**config.mk**
```make
export PLATFORM = sky130hd
export DESIGN_NAME = hex_scroller_flat
export DESIGN_NICKNAME = d
export VERILOG_FILES = /design/src/rtl/hex_scroller_if.sv /design/src/rtl/hex_scroller.sv /design/src/flat_wrapper.sv
export SDC_FILE = /design/constraint.sdc
export NUM_CORES = 1
export LEC_CHECK = 0
export BUFFER_PORTS_ARGS = -buffer_cell sky130_fd_sc_hd__buf_4
export CAP_MARGIN = 20
export CORE_MARGIN = 2
export CORE_UTILIZATION = 53
export CTS_CLUSTER_DIAMETER = 60
export DETAILED_ROUTE_END_ITERATION = 7
export HOLD_SLACK_MARGIN = 0.03
export PLACE_DENSITY = 0.81
export SLEW_MARGIN = 20
export SYNTH_ARGS = -nofsm -noshare
export SYNTH_HDL_FRONTEND = slang
export SYNTH_SLANG_ARGS = --single-unit
export TNS_END_PERCENT = 10
```
**constraint.sdc**
```tcl
create_clock -name Clock -period 2.25 [get_ports Clock]
set_clock_uncertainty 0.15 [all_clocks]
set_input_delay 0.45 -clock Clock [delete_from_list [all_inputs] [get_ports Clock]]
set_output_delay 0.45 -clock Clock [all_outputs]
set_load 0.02 [all_outputs]
```
**src/rtl/hex_scroller_if.sv**
```systemverilog
`default_nettype none
// hex_scroller_if: character memory read port (address out, data back one cycle later).
// Revision 1.0
interface hex_scroller_if #(
  parameter int ADDR_W = 5
);
  logic [ADDR_W-1:0] mem_addr;
  logic [7:0]        mem_data;

  modport master (output mem_addr, input mem_data);
  modport slave  (input mem_addr, output mem_data);
endinterface
`default_nettype wire

```
**src/rtl/hex_scroller.sv**
```systemverilog
`default_nettype none
// hex_scroller: NUM_DIGITS-wide scrolling window over a MSG_LEN-character message, driving active-low HEX digits.
// Revision 1.0
module hex_scroller #(
  parameter int NUM_DIGITS = 6,
  parameter int ADDR_W     = 5,
  parameter int MSG_LEN    = 32,
  parameter int TICK_DIV   = 25000000
) (
  input  wire logic                    Clock,
  input  wire logic                    Resetn,
  input  wire logic                    Step,
  input  wire logic                    Mode,
  input  wire logic                    Dir,
  hex_scroller_if.master               mem,
  output logic [7*NUM_DIGITS-1:0]      HEX,
  output logic [ADDR_W-1:0]            Base,
  output logic                         Busy
);

  localparam int CNT_W = (TICK_DIV > 2) ? $clog2(TICK_DIV) : 1;
  localparam int IDX_W = (NUM_DIGITS > 1) ? $clog2(NUM_DIGITS) : 1;

  localparam logic [ADDR_W-1:0] c_LAST_ADDR = ADDR_W'(MSG_LEN - 1);
  localparam logic [CNT_W-1:0]  c_TICK_LAST = CNT_W'(TICK_DIV - 1);
  localparam logic [IDX_W-1:0]  c_LAST_IDX  = IDX_W'(NUM_DIGITS - 1);

  localparam logic [2:0] S_INIT   = 3'd0;
  localparam logic [2:0] S_FETCH  = 3'd1;
  localparam logic [2:0] S_DRAIN  = 3'd2;
  localparam logic [2:0] S_COMMIT = 3'd3;
  localparam logic [2:0] S_IDLE   = 3'd4;

  logic [2:0]              state_q, state_d;
  logic [1:0]              sync_q;
  logic                    step_prev_q;
  logic [CNT_W-1:0]        tick_q, tick_d;
  logic                    pend_q, pend_d;
  logic [ADDR_W-1:0]       base_q, base_d;
  logic [ADDR_W-1:0]       addr_q, addr_d;
  logic [IDX_W-1:0]        idx_q, idx_d;
  logic                    cap_q;
  logic [7*NUM_DIGITS-1:0] stage_q, stage_d;
  logic [7*NUM_DIGITS-1:0] hex_q, hex_d;
  logic                    busy_q;

  logic                    w_fetch, w_commit, w_idle;
  logic                    w_req_step, w_req_tick, w_req, w_adv;
  logic [6:0]              w_seg;
  logic [7*NUM_DIGITS-1:0] w_shifted;

  function automatic logic [ADDR_W-1:0] addr_inc(input logic [ADDR_W-1:0] a);
    return (a == c_LAST_ADDR) ? '0 : a + ADDR_W'(1);
  endfunction

  function automatic logic [ADDR_W-1:0] addr_dec(input logic [ADDR_W-1:0] a);
    return (a == '0) ? c_LAST_ADDR : a - ADDR_W'(1);
  endfunction

  // Segment order is g..a, active-low; anything unlisted is blank.
  function automatic logic [6:0] seg_decode(input logic [7:0] ch);
    case (ch)
      8'd65:   return 7'b0001000;
      8'd98:   return 7'b0000011;
      8'd67:   return 7'b1000110;
      8'd100:  return 7'b0100001;
      8'd69:   return 7'b0000110;
      8'd70:   return 7'b0001110;
      8'd103:  return 7'b0010000;
      8'd104:  return 7'b0001011;
      8'd48:   return 7'b1000000;
      8'd49:   return 7'b1111001;
      8'd50:   return 7'b0100100;
      8'd51:   return 7'b0110000;
      8'd52:   return 7'b0011001;
      8'd53:   return 7'b0010010;
      8'd54:   return 7'b0000010;
      8'd55:   return 7'b1111000;
      8'd56:   return 7'b0000000;
      8'd57:   return 7'b0010000;
      default: return 7'b1111111;
    endcase
  endfunction

  assign w_seg = seg_decode(mem.mem_data);

  generate
    if (NUM_DIGITS == 1) begin : g_shift_single
      assign w_shifted = w_seg;
    end else begin : g_shift_multi
      assign w_shifted = {stage_q[7*NUM_DIGITS-8:0], w_seg};
    end
  endgenerate

  assign w_req_step = sync_q[1] & ~step_prev_q & ~Mode;
  assign w_req_tick = Mode & w_idle & (tick_q == c_TICK_LAST);
  assign w_req      = w_req_step | w_req_tick;
  assign w_adv      = w_idle & (w_req | pend_q);

  always_ff @(posedge Clock or negedge Resetn) begin
    if (!Resetn) begin
      state_q <= S_INIT;
    end else begin
      state_q <= state_d;
    end
  end

  always_comb begin
    state_d = state_q;
    case (state_q)
      S_INIT:   state_d = S_FETCH;
      S_FETCH:  if (idx_q == c_LAST_IDX) state_d = S_DRAIN;
      S_DRAIN:  state_d = S_COMMIT;
      S_COMMIT: state_d = S_IDLE;
      S_IDLE:   if (w_adv) state_d = S_FETCH;
      default:  state_d = S_INIT;
    endcase
  end

  always_comb begin
    w_fetch  = 1'b0;
    w_commit = 1'b0;
    w_idle   = 1'b0;
    case (state_q)
      S_FETCH:  w_fetch  = 1'b1;
      S_COMMIT: w_commit = 1'b1;
      S_IDLE:   w_idle   = 1'b1;
      default:  ;
    endcase
  end

  always_comb begin
    tick_d  = tick_q;
    pend_d  = pend_q;
    base_d  = base_q;
    addr_d  = addr_q;
    idx_d   = idx_q;
    stage_d = stage_q;
    hex_d   = hex_q;

    // The tick only advances while idle, so fetch time stretches the scroll period.
    if (!Mode) begin
      tick_d = '0;
    end else if (w_idle) begin
      tick_d = (tick_q == c_TICK_LAST) ? '0 : tick_q + CNT_W'(1);
    end

    if (w_adv) begin
      base_d = Dir ? addr_dec(base_q) : addr_inc(base_q);
      addr_d = base_d;
      idx_d  = '0;
      pend_d = 1'b0;
    end else if (w_req && !w_idle) begin
      pend_d = 1'b1;
    end

    if (w_fetch) begin
      if (idx_q == c_LAST_IDX) begin
        addr_d = base_q;
        idx_d  = '0;
      end else begin
        addr_d = addr_inc(addr_q);
        idx_d  = idx_q + IDX_W'(1);
      end
    end

    if (cap_q) begin
      stage_d = w_shifted;
    end

    if (w_commit) begin
      hex_d = stage_q;
    end
  end

  always_ff @(posedge Clock or negedge Resetn) begin
    if (!Resetn) begin
      sync_q      <= 2'b11;
      step_prev_q <= 1'b1;
      tick_q      <= '0;
      pend_q      <= 1'b0;
      base_q      <= '0;
      addr_q      <= '0;
      idx_q       <= '0;
      cap_q       <= 1'b0;
      stage_q     <= '1;
      hex_q       <= '1;
      busy_q      <= 1'b0;
    end else begin
      sync_q      <= {sync_q[0], Step};
      step_prev_q <= sync_q[1];
      tick_q      <= tick_d;
      pend_q      <= pend_d;
      base_q      <= base_d;
      addr_q      <= addr_d;
      idx_q       <= idx_d;
      cap_q       <= w_fetch;
      stage_q     <= stage_d;
      hex_q       <= hex_d;
      busy_q      <= (state_d != S_IDLE);
    end
  end

  assign mem.mem_addr = addr_q;
  assign HEX          = hex_q;
  assign Base         = base_q;
  assign Busy         = busy_q;

endmodule
`default_nettype wire

```
**src/flat_wrapper.sv**
```systemverilog
// flat-port wrapper written by rule: the top's interface ports become plain ports
module hex_scroller_flat 
#(
  parameter int NUM_DIGITS = 6,
  parameter int ADDR_W     = 5,
  parameter int MSG_LEN    = 32,
  parameter int TICK_DIV   = 25000000
)
  (Clock, Resetn, Step, Mode, Dir, HEX, Base, Busy, mem_mem_addr, mem_mem_data);
  hex_scroller_if #(.ADDR_W(ADDR_W)) mem_i ();
  input  wire logic Clock;
  input  wire logic Resetn;
  input  wire logic Step;
  input  wire logic Mode;
  input  wire logic Dir;
  output logic [7*NUM_DIGITS-1:0] HEX;
  output logic [ADDR_W-1:0] Base;
  output logic Busy;
  output wire logic [$bits(mem_i.mem_addr)-1:0] mem_mem_addr;
  input wire logic [$bits(mem_i.mem_data)-1:0] mem_mem_data;
  assign mem_mem_addr = mem_i.mem_addr;
  assign mem_i.mem_data = mem_mem_data;
  hex_scroller #(.NUM_DIGITS(NUM_DIGITS), .ADDR_W(ADDR_W), .MSG_LEN(MSG_LEN), .TICK_DIV(TICK_DIV)) u_core (.Clock(Clock), .Resetn(Resetn), .Step(Step), .Mode(Mode), .Dir(Dir), .mem(mem_i), .HEX(HEX), .Base(Base), .Busy(Busy));
endmodule
```
# Yosys cells after proc, flatten, opt, wreduce, memory -nomap -nowiden
# Cells that the tools add are included.
[totals]
latch_bits = 0
memories = 0
ramBits = 0
mem_bits_ro = 0
word_cells = 83
reg_bits = 131
[op_classes]
magnitude_cmp = 0
n_eq_ne = 28
add_sub_neg = 5
n_reduce_logical = 7
bitwise = 9
mux = 22
shifts = 0
mul = 0
div_mod_pow = 0
[op_table]
columns = ["op", "n"]
rows = [
  ["case mux 7 bit (17 select lines)", 1],
  ["== test 8 x 6 -> 1 bit, second input constant", 10],
  ["two-way mux 25 bit", 3],
  ["== test 8 x 7 -> 1 bit, second input constant", 8],
  ["two-way mux 5 bit", 7],
  ["adder 25 x 1 -> 25 bit, second input constant", 1],
  ["== test 25 bit, second input constant", 1],
  ["two-way mux 3 bit", 5],
  ["case mux 3 bit (5 select lines)", 1],
  ["adder 5 x 1 -> 5 bit, second input constant", 2],
  ["== test 5 bit, second input constant", 2],
  ["== test 3 x 2 -> 1 bit, second input constant", 2],
  ["== test 3 bit, second input constant", 2],
  ["AND 1 bit", 5],
  ["logical NOT 5 bit", 1],
  ["two-way mux 1 bit", 5],
  ["subtractor 5 x 1 -> 5 bit, second input constant", 1],
  ["nonzero test 2 bit", 2],
  ["adder 3 x 1 -> 3 bit, second input constant", 1],
  ["== test 3 x 1 -> 1 bit, second input constant", 1],
  ["logical NOT 3 bit", 1],
  ["inequality test 3 bit, second input constant", 1],
  ["inequality test 2 x 1 -> 1 bit, second input constant", 1],
  ["NOT 1 bit", 2],
  ["other kinds (4)", 5],
]

# Logic depth before layout (Yosys ltp)
# Gate-level depths: netlist (run 1).
[depth]
depth_word = 10
mapped_depth = 9

# Least setup slack after synthesis (run 1)
# No wires, ideal clock.
[synth_timing]
kind = "reg-to-reg"
from = "register u_core.base_q[0], in the netlist u_core.Base[0]"
to = "register u_core.addr_q[3], in the netlist u_core.mem.mem_addr[3]"
setup_slack_ns = 0.038
path_stages_with_launch = 10
arrival_time_ns = 1.998
path_cell_list = "dfrtp_1 ha_1 and3_1 ha_1 or2_2 o32ai_1 o21a_1 nor2_1 o22ai_1 a21o_1"
[synth_via]
elab_chain_len = 5
elab_cells_between_ends = 9
cone_classes = "add/sub (2); eq/ne (1); mux (5); reduce/logical (1)"
[synth_rtl]
columns = ["element", "line_no", "rtl"]
rows = [
  ["from (decl)", "hex_scroller.sv:39", "logic [ADDR_W-1:0] base_q, base_d;"],
  ["from (signal assigned)", "hex_scroller.sv:194", "base_q <= base_d;"],
  ["adder 5 x 1 -> 5 bit, or another cell as far along", "hex_scroller.sv:53", "return (a == c_LAST_ADDR) ? '0 : a + ADDR_W'(1);"],
  ["two-way mux 5 bit, on equally long branches", "hex_scroller.sv:53, hex_scroller.sv:57", ""],
  ["two-way mux 5 bit *", "hex_scroller.sv:149", "base_d = Dir ? addr_dec(base_q) : addr_inc(base_q);"],
  ["two-way mux 5 bit *", "hex_scroller.sv:148", "if (w_adv) begin"],
  ["two-way mux 5 bit *", "hex_scroller.sv:157", "if (w_fetch) begin"],
  ["to (signal assigned)", "hex_scroller.sv:195", "addr_q <= addr_d;"],
  ["to (decl)", "hex_scroller.sv:40", "logic [ADDR_W-1:0] addr_q, addr_d;"],
]
# Mark *: on every way between the ends. The rest lies on a longest branch, timed or not. The select of a mux whose other input is x is not followed.
# A chain may end at the register's enable or synchronous reset.

# Worst setup path in the final report (run 1)
[layout_timing]
from = "register u_core.tick_q[0]"
to = "register u_core.addr_q[0], in the netlist u_core.mem.mem_addr[0]"
[layout_via]
elab_chain_len = 6
[layout_rtl]
columns = ["element", "line_no", "rtl"]
rows = [
  ["from (decl)", "hex_scroller.sv:37", "logic [CNT_W-1:0] tick_q, tick_d;"],
  ["from (signal assigned)", "hex_scroller.sv:192", "tick_q <= tick_d;"],
  ["== test 25 bit", "hex_scroller.sv:96", "assign w_req_tick = Mode & w_idle & (tick_q == c_TICK_LAST);"],
  ["AND 1 bit", "hex_scroller.sv:96", ""],
  ["bitwise OR 1 bit", "hex_scroller.sv:97", "assign w_req = w_req_step | w_req_tick;"],
  ["bitwise OR 1 bit", "hex_scroller.sv:98", "assign w_adv = w_idle & (w_req | pend_q);"],
  ["AND 1 bit", "hex_scroller.sv:98", ""],
  ["nonzero test 2 bit (no source line)", "--", ""],
]
# No other way between the ends.

==> impl_table.tex, run 1 <==
\begin{tabular}{lr}
\hline
Metric & Value \\
\hline
\multicolumn{2}{l}{\textbf{Outcome}} \\
\quad Status & finished, final reports clean \\
\multicolumn{2}{l}{\textbf{Synthesis}} \\
\quad FFs w/ async S/R, synth & 1.00 \\
\quad Synthesized netlist cell count & 537 \\
\quad Cell taking the most area after synthesis & sky130\_fd\_sc\_hd\_\_dfstp\_2 \\
\quad Post-Synthesis Net Count & 556 \\
\quad Mean instance size in the synthesized netlist & 11.4 sq um \\
\quad Most frequent cells after synthesis & sky130\_fd\_sc\_hd\_\_dfstp\_2 (87), sky130\_fd\_sc\_hd\_\_mux2\_2 (77), sky130\_fd\_sc\_hd\_\_dfrtp\_1 (44) \\
\quad Number of synthesized register bits & 131 \\
\quad Post-synth EDFFs & 0 \\
\quad Most common cell in the netlist & sky130\_fd\_sc\_hd\_\_dfstp\_2 \\
\quad Number of distinct library cell variants in the gate-level netlist after synthesis & 58 \\
\quad Post-synth top flop & sky130\_fd\_sc\_hd\_\_dfstp\_2 \\
\quad Largest cells by area after synthesis & sky130\_fd\_sc\_hd\_\_dfstp\_2 (37\%), sky130\_fd\_sc\_hd\_\_dfrtp\_1 (18\%), sky130\_fd\_sc\_hd\_\_mux2\_2 (14\%), sky130\_fd\_sc\_hd\_\_o21ai\_0 (3.5\%), sky130\_fd\_sc\_hd\_\_nand2\_1 (2.5\%) \\
\quad Synth top area share & 0.373 \\
\quad Syn. warnings & 0 \\
\quad Post-synthesis sequential area ratio & 0.553 \\
\quad Combined area of all synthesized cells & 0.00612 sq mm \\
\multicolumn{2}{l}{\textbf{Setup path}} \\
\quad Standard cell with the maximum stage delay on the critical path & sky130\_fd\_sc\_hd\_\_or4\_4 \\
\quad Reg2reg end & u\_core.mem.mem\_addr[0] \\
\quad Element type at the critical path start & register \\
\quad Data required time at the worst endpoint & 2.39 ns \\
\quad Class of the most critical setup path & register to register \\
\quad Largest fanout of any net on the critical path & 4 \\
\quad Sequence of cells on the critical path & ha\_4 -> nand3\_2 -> or4\_4 -> o21ai\_2 -> nand2\_1 -> or3\_4 -> o311a\_1 \\
\quad Critical path endpoint & u\_core.mem.mem\_addr[0] \\
\quad Worst setup path startpoint & u\_core.tick\_q[0] \\
\quad Arrival time worst endpoint & 2.32 ns \\
\quad Sort of element at the end of the critical path & register \\
\quad Reg-to-reg setup timing slack & 0.08 ns \\
\quad Worst reg2reg startpoint & u\_core.tick\_q[0] \\
\quad Depth of the most critical reg-to-reg path & 7 \\
\quad Biggest cell delay along the critical path & 0.43 ns \\
\multicolumn{2}{l}{\textbf{Placement}} \\
\quad Worst slack at placement & 0.00887 ns \\
\quad Half-perimeter wire length of the detailed placement result & 8770 microns \\
\quad Area after detailed placement & 0.00690 sq mm \\
\quad GPL Wtd Cong & 0.901 \\
\quad Number of port buffers & 65 \\
\quad Number of cells in the design after placement & 742 \\
\multicolumn{2}{l}{\textbf{Die}} \\
\quad Placeable core area & 0.0114 sq mm \\
\quad Horizontal die dimension & 112 microns \\
\quad Effective utilization at floorplan & 0.539 \\
\quad Number of standard-cell rows in the floorplan & 39 \\
\quad Die Footprint & 0.0124 sq mm \\
\quad Die span in y & 112 microns \\
\quad Number of placed I/O pins & 66 \\
\multicolumn{2}{l}{\textbf{Cells and area}} \\
\quad Final Cell Area & 0.00759 sq mm \\
\quad Non-filler cells in the finished layout & 779 \\
\quad Nets & 642 \\
\quad Proportion of layout cells with a drive suffix above 1 & 0.472 \\
\quad Layout overhead on the synthesized area & 23.9\% \\
\quad Diodes inserted & 0 \\
\multicolumn{2}{l}{\textbf{Clock tree}} \\
\quad Clock transition at the register clock pins on the worst setup and hold paths after CTS & 0.06 ns \\
\quad TritonCTS Buffers & 17 \\
\quad Longest Clk Path Bufs & 2 \\
\quad Clock Tree Root & sky130\_fd\_sc\_hd\_\_clkbuf\_16 \\
\quad TritonCTS clock tree & done \\
\quad Depth of the CTS H-tree & 4 \\
\quad CTS sink count & 131 \\
\quad Worst skew pair latency & 0.42 ns \\
\multicolumn{2}{l}{\textbf{Timing}} \\
\quad Count of endpoints failing hold in the final timing report & 0 \\
\quad Worst hold margin & 0.206 ns \\
\quad Max\_slew headroom & 0.522 \\
\quad Setup TNS Final & 0 ns \\
\quad Worst Tran Pin Value & 0.716 ns \\
\quad Final period demand of the worst path & 2.17 ns \\
\quad Achievable clock frequency & 0.461 GHz \\
\quad Post-route setup slack & 0.0789 ns \\
\quad Final Slew Violations & 0 \\
\quad Setup violation total in the final timing report & 0 \\
\quad Share of the clock period used by the worst path & 0.965 \\
\multicolumn{2}{l}{\textbf{Global routing}} \\
\quad Largest net degree at the start of global routing & 56 \\
\quad Wire length of the first global-routing pass & 21800 microns \\
\quad Number of global-route vias before repair & 4561 \\
\quad Overall Global Routing Usage & 0.219 \\
\quad Initial antenna violation count & 0 \\
\quad Total overflow reported by the global router & 0 \\
\multicolumn{2}{l}{\textbf{Route}} \\
\quad Number of antenna-violating nets in the routed design & 0 \\
\quad Drt wl/cell & 17.0 microns \\
\quad Via count of the routed design & 4606 \\
\quad Detailed router's first-iteration violation count & 366 \\
\quad Final WL & 13200 microns \\
\quad Remaining routing DRC violations & 0 \\
\quad Average via count per standard cell & 5.91 \\
\quad Length of the first detailed-routing pass in iterations & 5 \\
\multicolumn{2}{l}{\textbf{Hold path}} \\
\quad Class of the most critical hold timing path & input pin to register \\
\multicolumn{2}{l}{\textbf{Job}} \\
\quad Max cap viols & 0 \\
\multicolumn{2}{l}{\textbf{Pwr}} \\
\quad VDD IR max & 0.000877 V \\
\quad Power density normalized to cell area & 1200 mW/mm\^{}2 \\
\quad Leakage & 2.99 nW \\
\hline
\end{tabular}
power by group:
part / leakage [nW] / total [mW] / internal (mW) / switching [mW]
logic: 1.21 / 2.60 / 1.26 / 1.34
registers: 1.48 / 3.72 / 3.27 / 0.450
clock network: 0.288 / 2.76 / 1.69 / 1.06
total: 2.99 / 9.07 / 6.22 / 2.85
routing by layer:
layer,up-vias,part of all wire,global-route usage
met5,-,0,0
met4,0,0.015,0.0840
met3,22,0.079,0.0784
met2,194,0.50,0.353
met1,2257,0.41,0.272
li1,2133,-,-
registers in the layout, indices dropped and copies added (netlist names):
name / count
u_core.Base: 5
u_core.Busy: 1
u_core.HEX: 42
u_core.cap_q: 1
u_core.idx_q: 3
u_core.mem.mem_addr: 5
u_core.pend_q: 1
u_core.stage_q: 42
u_core.state_q: 3
u_core.step_prev_q: 1
u_core.sync_q: 2
u_core.tick_q: 25
cell type report:
class | instances | area (sq um)
clock buffers | 21 | 492
clock inverters | 11 | 114
fillers | 865 | 3780
inverters | 11 | 41.3
multi-input cells | 373 | 2640
flip-flops and latches | 131 | 3390
well taps | 143 | 179
repair buffers | 89 | 727
kinds of logic after synthesis:
family	Yosys count	share of synthesized area
AND/OR/NAND/NOR	163	0.138
adder cells (fa/ha/maj)	6	0.0123
flip-flops	131	0.553
AO/OA/AOI/OAI	116	0.118
buffers and inverters	33	0.0210
multiplexers	78	0.143
XOR/XNOR	10	0.0143
cell usage in the layout, fill, tap and decap left out, types with 11 or more instances in the layout:
cell                        Yosys  final
sky130_fd_sc_hd__buf_4          0     82
sky130_fd_sc_hd__nor2_1        35     34
sky130_fd_sc_hd__mux2_2        77     77
sky130_fd_sc_hd__o21ai_0       43     42
sky130_fd_sc_hd__dfstp_2       87     87
sky130_fd_sc_hd__nand3_1       15     15
sky130_fd_sc_hd__a21oi_1       19     19
sky130_fd_sc_hd__clkbuf_16      0     18
sky130_fd_sc_hd__nor3_1        16     15
sky130_fd_sc_hd__dfrtp_1       44     41
sky130_fd_sc_hd__nand2_1       40     40
sky130_fd_sc_hd__inv_1         11     11
worst min-delay path by stage:
stage | start | to | slack [ns] | cells past startpoint
after floorplan | Resetn | u_core.Base[0] | 0.004 | 0
after global placement | u_core.sync_q[0] | u_core.sync_q[1] | 0.20 | 0
after detailed placement | u_core.sync_q[0] | u_core.sync_q[1] | 0.20 | 0
after CTS | mem_mem_data[3] | u_core.stage_q[2] | 0.18 | 3
after global routing | mem_mem_data[3] | u_core.stage_q[2] | 0.21 | 3
final | mem_mem_data[3] | u_core.stage_q[2] | 0.21 | 3
worst max-delay path, delay by kind of cell (launching register included):
family / cells / cell delay (ns)
DFF: 1 / 0.42
AOI/OAI and AO/OA: 2 / 0.31
and+or+nand+nor: 4 / 0.99
adders and majority gates: 1 / 0.17
repair_timing:
action	CTS	global route
hold endpoints to repair	14	0
endpoints found under the setup margin	3	24
hold buffers	2	0
pin swaps	2	4
setup buffers	0	3
gates resized for setup	2	9
through the flow:
step	utilization	power (mW)
finish	0.667	9.07
global route	0.667	9.52
CTS	0.662	9.14
detailed placement	0.607	6.34
global placement	0.607	6.24
floorplan	-	5.30
(Power assumes the default switching activity.)
==> inputs of run 2 (changes only) <==
--- a/config.mk
+++ b/config.mk
@@ -8,11 +8,11 @@
 export BUFFER_PORTS_ARGS = -buffer_cell sky130_fd_sc_hd__buf_4
 export CAP_MARGIN = 20
 export CORE_MARGIN = 2
-export CORE_UTILIZATION = 53
+export CORE_UTILIZATION = 50
 export CTS_CLUSTER_DIAMETER = 60
 export DETAILED_ROUTE_END_ITERATION = 7
 export HOLD_SLACK_MARGIN = 0.03
-export PLACE_DENSITY = 0.81
+export PLACE_DENSITY = 0.77
 export SLEW_MARGIN = 20
 export SYNTH_ARGS = -nofsm -noshare
 export SYNTH_HDL_FRONTEND = slang
==> run 2 against run 1 <==
Net effect:
- fmax down 0.61%
- clock-buffer cell count unchanged
- total power down 1.2%
- core utilization down 3.3 points
- critical endpoint is now u_core.Base[0]
==> impl_table.tex, run 2 (synthesis gave the netlist of run 1 again) <==
\begin{tabular}{lr}
\hline
Metric & Value \\
\hline
\multicolumn{2}{l}{\textbf{Placement}} \\
\quad Number of cells in the design after placement & 746 (+0.54\%) \\
\quad GPL Wtd Cong & 0.859 (-4.6\%) \\
\quad Area after detailed placement & 0.00692 sq mm (+0.25\%) \\
\quad Worst slack at placement & -0.0695 ns (-0.0784 ns) \\
\quad Half-perimeter wire length of the detailed placement result & 8770 microns (about the same) \\
\quad Number of port buffers & 65 (unchanged) \\
\multicolumn{2}{l}{\textbf{Global routing}} \\
\quad Total overflow reported by the global router & 0 (unchanged) \\
\quad Largest net degree at the start of global routing & 51 (-8.9\%) \\
\quad Overall Global Routing Usage & 0.212 (-0.00699) \\
\quad Wire length of the first global-routing pass & 21800 microns (-0.28\%) \\
\quad Initial antenna violation count & 0 (unchanged) \\
\quad Number of global-route vias before repair & 4489 (-1.6\%) \\
\multicolumn{2}{l}{\textbf{Hold path}} \\
\quad Class of the most critical hold timing path & input pin to register \\
\quad Startpoint of the lowest-slack hold path & mem\_mem\_data[3] \\
\quad Hold Crit Endpoint & u\_core.stage\_q[2] \\
\quad Hold-critical path depth & 3 (unchanged) \\
\multicolumn{2}{l}{\textbf{Pwr}} \\
\quad Relative contribution of sequential cells to total power & 0.415 (+0.005) \\
\quad Leakage & 2.99 nW (+0.13\%) \\
\quad VDD IR max & 0.000912 V (+4.0\%) \\
\quad Net switching fraction of the power & 0.317 (+0.00250) \\
\quad Cell-internal power & 6.12 mW (-1.6\%) \\
\quad Part of the total power dissipated in the clock network & 0.292 (-0.012) \\
\quad Switching component of the power & 2.84 mW (-0.42\%) \\
\quad Power density normalized to cell area & 1180 mW/mm\^{}2 (-1.2\%) \\
\quad Combinational power share & 0.294 (+0.008) \\
\multicolumn{2}{l}{\textbf{Clock tree}} \\
\quad TritonCTS clock tree & done \\
\quad CTS sink count & 131 (unchanged) \\
\quad Clock Tree Root & sky130\_fd\_sc\_hd\_\_clkbuf\_16 \\
\quad Worst skew pair latency & 0.42 ns (about the same) \\
\quad Longest Clk Path Bufs & 2 (unchanged) \\
\quad TritonCTS Buffers & 17 (unchanged) \\
\quad Clock transition at the register clock pins on the worst setup and hold paths after CTS & 0.06 ns (about the same) \\
\quad Depth of the CTS H-tree & 4 (unchanged) \\
\multicolumn{2}{l}{\textbf{Cells and area}} \\
\quad Final Cell Area & 0.00758 sq mm (about the same) \\
\quad Util after Layout & 0.634 (-0.0332) \\
\quad Top library cells by usage in the layout, fill and taps aside & sky130\_fd\_sc\_hd\_\_dfstp\_2 (87), sky130\_fd\_sc\_hd\_\_buf\_4 (82), sky130\_fd\_sc\_hd\_\_mux2\_2 (77), sky130\_fd\_sc\_hd\_\_dfrtp\_1 (43), sky130\_fd\_sc\_hd\_\_o21ai\_0 (40) \\
\quad Nets & 642 (unchanged) \\
\quad Proportion of layout cells with a drive suffix above 1 & 0.469 (-0.00314) \\
\quad Area taken by multi-input logic gates & 0.00267 sq mm (+1.0\%) \\
\quad Diodes inserted & 0 (unchanged) \\
\quad Commonest non-fill, non-tap cell in the layout & sky130\_fd\_sc\_hd\_\_dfstp\_2 \\
\quad Filler Cell Count & 892 (+3.1\%) \\
\quad Footprint of the flip-flops and latches & 0.00339 sq mm (about the same) \\
\quad Non-filler cells in the finished layout & 783 (+0.51\%) \\
\quad Layout overhead on the synthesized area & 23.8\% (about the same) \\
\multicolumn{2}{l}{\textbf{Die}} \\
\quad Effective utilization at floorplan & 0.512 (-0.0267) \\
\quad Number of standard-cell rows in the floorplan & 40 (+2.6\%) \\
\quad Die Footprint & 0.0132 sq mm (+5.8\%) \\
\quad Die span in y & 115 microns (+2.8\%) \\
\quad Horizontal die dimension & 115 microns (+2.8\%) \\
\quad Placeable core area & 0.0120 sq mm (+5.2\%) \\
\quad Number of placed I/O pins & 66 (unchanged) \\
\multicolumn{2}{l}{\textbf{Route}} \\
\quad Detailed-routed wire length on met2 & 6750 microns (+2.7\%) \\
\quad Remaining routing DRC violations & 0 (unchanged) \\
\quad Via count of the routed design & 4529 (-1.7\%) \\
\quad Metal3 WL & 755 microns (-27\%) \\
\quad Drt wl/cell & 17.0 microns (+0.40\%) \\
\quad Average via count per standard cell & 5.78 (-2.2\%) \\
\quad Length of the first detailed-routing pass in iterations & 5 (unchanged) \\
\quad DRT met1 WL & 5710 microns (+5.8\%) \\
\quad Highest routing layer actually used & met4 \\
\quad Final WL & 13300 microns (+0.92\%) \\
\quad Number of antenna-violating nets in the routed design & 0 (unchanged) \\
\quad Detailed router's first-iteration violation count & 319 (-13\%) \\
\multicolumn{2}{l}{\textbf{Setup path}} \\
\quad Largest fanout of any net on the critical path & 2 (-2) \\
\quad Worst reg2reg startpoint & u\_core.tick\_q[0] \\
\quad Reg2reg end & u\_core.Base[0] \\
\quad Depth of the most critical reg-to-reg path & 7 (unchanged) \\
\quad Reg-to-reg setup timing slack & 0.07 ns (about the same) \\
\quad Worst setup path startpoint & u\_core.tick\_q[0] \\
\quad Sort of element at the end of the critical path & register \\
\quad Class of the most critical setup path & register to register \\
\quad Data required time at the worst endpoint & 2.39 ns (about the same) \\
\quad Element type at the critical path start & register \\
\quad Arrival time worst endpoint & 2.33 ns (about the same) \\
\multicolumn{2}{l}{\textbf{Timing}} \\
\quad Worst Tran Pin Value & 0.744 ns (+0.0279 ns) \\
\quad Post-route setup slack & 0.0654 ns (-0.0134 ns) \\
\quad Max\_slew headroom & 0.504 (-0.0186) \\
\quad Worst hold margin & 0.183 ns (-0.0236 ns) \\
\quad Setup violation total in the final timing report & 0 (unchanged) \\
\quad Final Slew Violations & 0 (unchanged) \\
\quad Achievable clock frequency & 0.458 GHz (-0.61\%) \\
\quad Final period demand of the worst path & 2.18 ns (+0.0134 ns) \\
\quad Share of the clock period used by the worst path & 0.971 (+0.00597) \\
\quad Count of endpoints failing hold in the final timing report & 0 (unchanged) \\
\quad Setup repair after global routing missed its margin & yes \\
\multicolumn{2}{l}{\textbf{Job}} \\
\quad Max cap viols & 0 (unchanged) \\
\multicolumn{2}{l}{\textbf{Outcome}} \\
\quad Status & finished, final reports clean \\
\hline
\end{tabular}
[run 2: worst max-delay path: stages, from the launching register on]
cell and delay [ns]:
sky130_fd_sc_hd__dfrtp_1 0.41, sky130_fd_sc_hd__ha_4 0.17, sky130_fd_sc_hd__nand3_2 0.08, sky130_fd_sc_hd__or4_4 0.56, sky130_fd_sc_hd__o21ai_4 0.16, sky130_fd_sc_hd__nand2_2 0.07
sky130_fd_sc_hd__or3_4 0.33, sky130_fd_sc_hd__a21boi_1 0.13
[run 2: per-layer routing]
metal  vias to the layer above  GRT usage
met2                       114      0.353
li1                       2133          -
met1                      2270      0.259
met3                        12     0.0731
met4                         0     0.0683
met5                         -          0
[run 2: worst max-delay path by stage]
stage	to	cells past startpoint
2_1_floorplan	u_core.mem.mem_addr[3]	9
3_3_place_gp	u_core.stage_q[4]	7
3_5_place_dp	u_core.stage_q[3]	7
4_1_cts	u_core.Base[0]	7
5_1_grt	u_core.mem.mem_addr[1]	8
6_report	u_core.Base[0]	7
[run 2: power groups by stage]
| stage | Combinational, mW | Sequential [mW] | Clock [mW] |
|---|---|---|---|
| floorplan | 1.25 | 4.05 | 0 |
| global placement | 2.54 | 3.71 | 0 |
| detailed placement | 2.61 | 3.74 | 0 |
| CTS | 2.63 | 3.72 | 2.66 |
| global route | 2.85 | 3.80 | 2.78 |
| finish | 2.63 | 3.72 | 2.61 |
[run 2: timing repair]
item,4_1_cts,5_1_grt
pin swaps,1,6
gates cloned,0,0
buffers inserted,0,3
hold buffers,2,0
gates resized for setup,3,11
setup endpoints to repair,4,12
endpoints found under the hold margin,32,0
[run 2: through the flow]
| step | TNS, ns | total power [mW] |
|---|---|---|
| floorplan | 0 | 5.30 |
| global placement | 0 | 6.25 |
| detailed placement | -0.152 | 6.35 |
| CTS | 0 | 9.01 |
| global route | -0.0619 | 9.44 |
| finish | 0 | 8.96 |
[run 2: layout make-up]
| class | count | area share |
|---|---|---|
| inverters | 11 | 0.00544 |
| well taps | 147 | 0.0243 |
| multi-input cells | 373 | 0.352 |
| repair buffers | 89 | 0.0970 |
| flip-flops and latches | 131 | 0.447 |
| clock inverters | 11 | 0.0135 |
| clock buffers | 21 | 0.0609 |
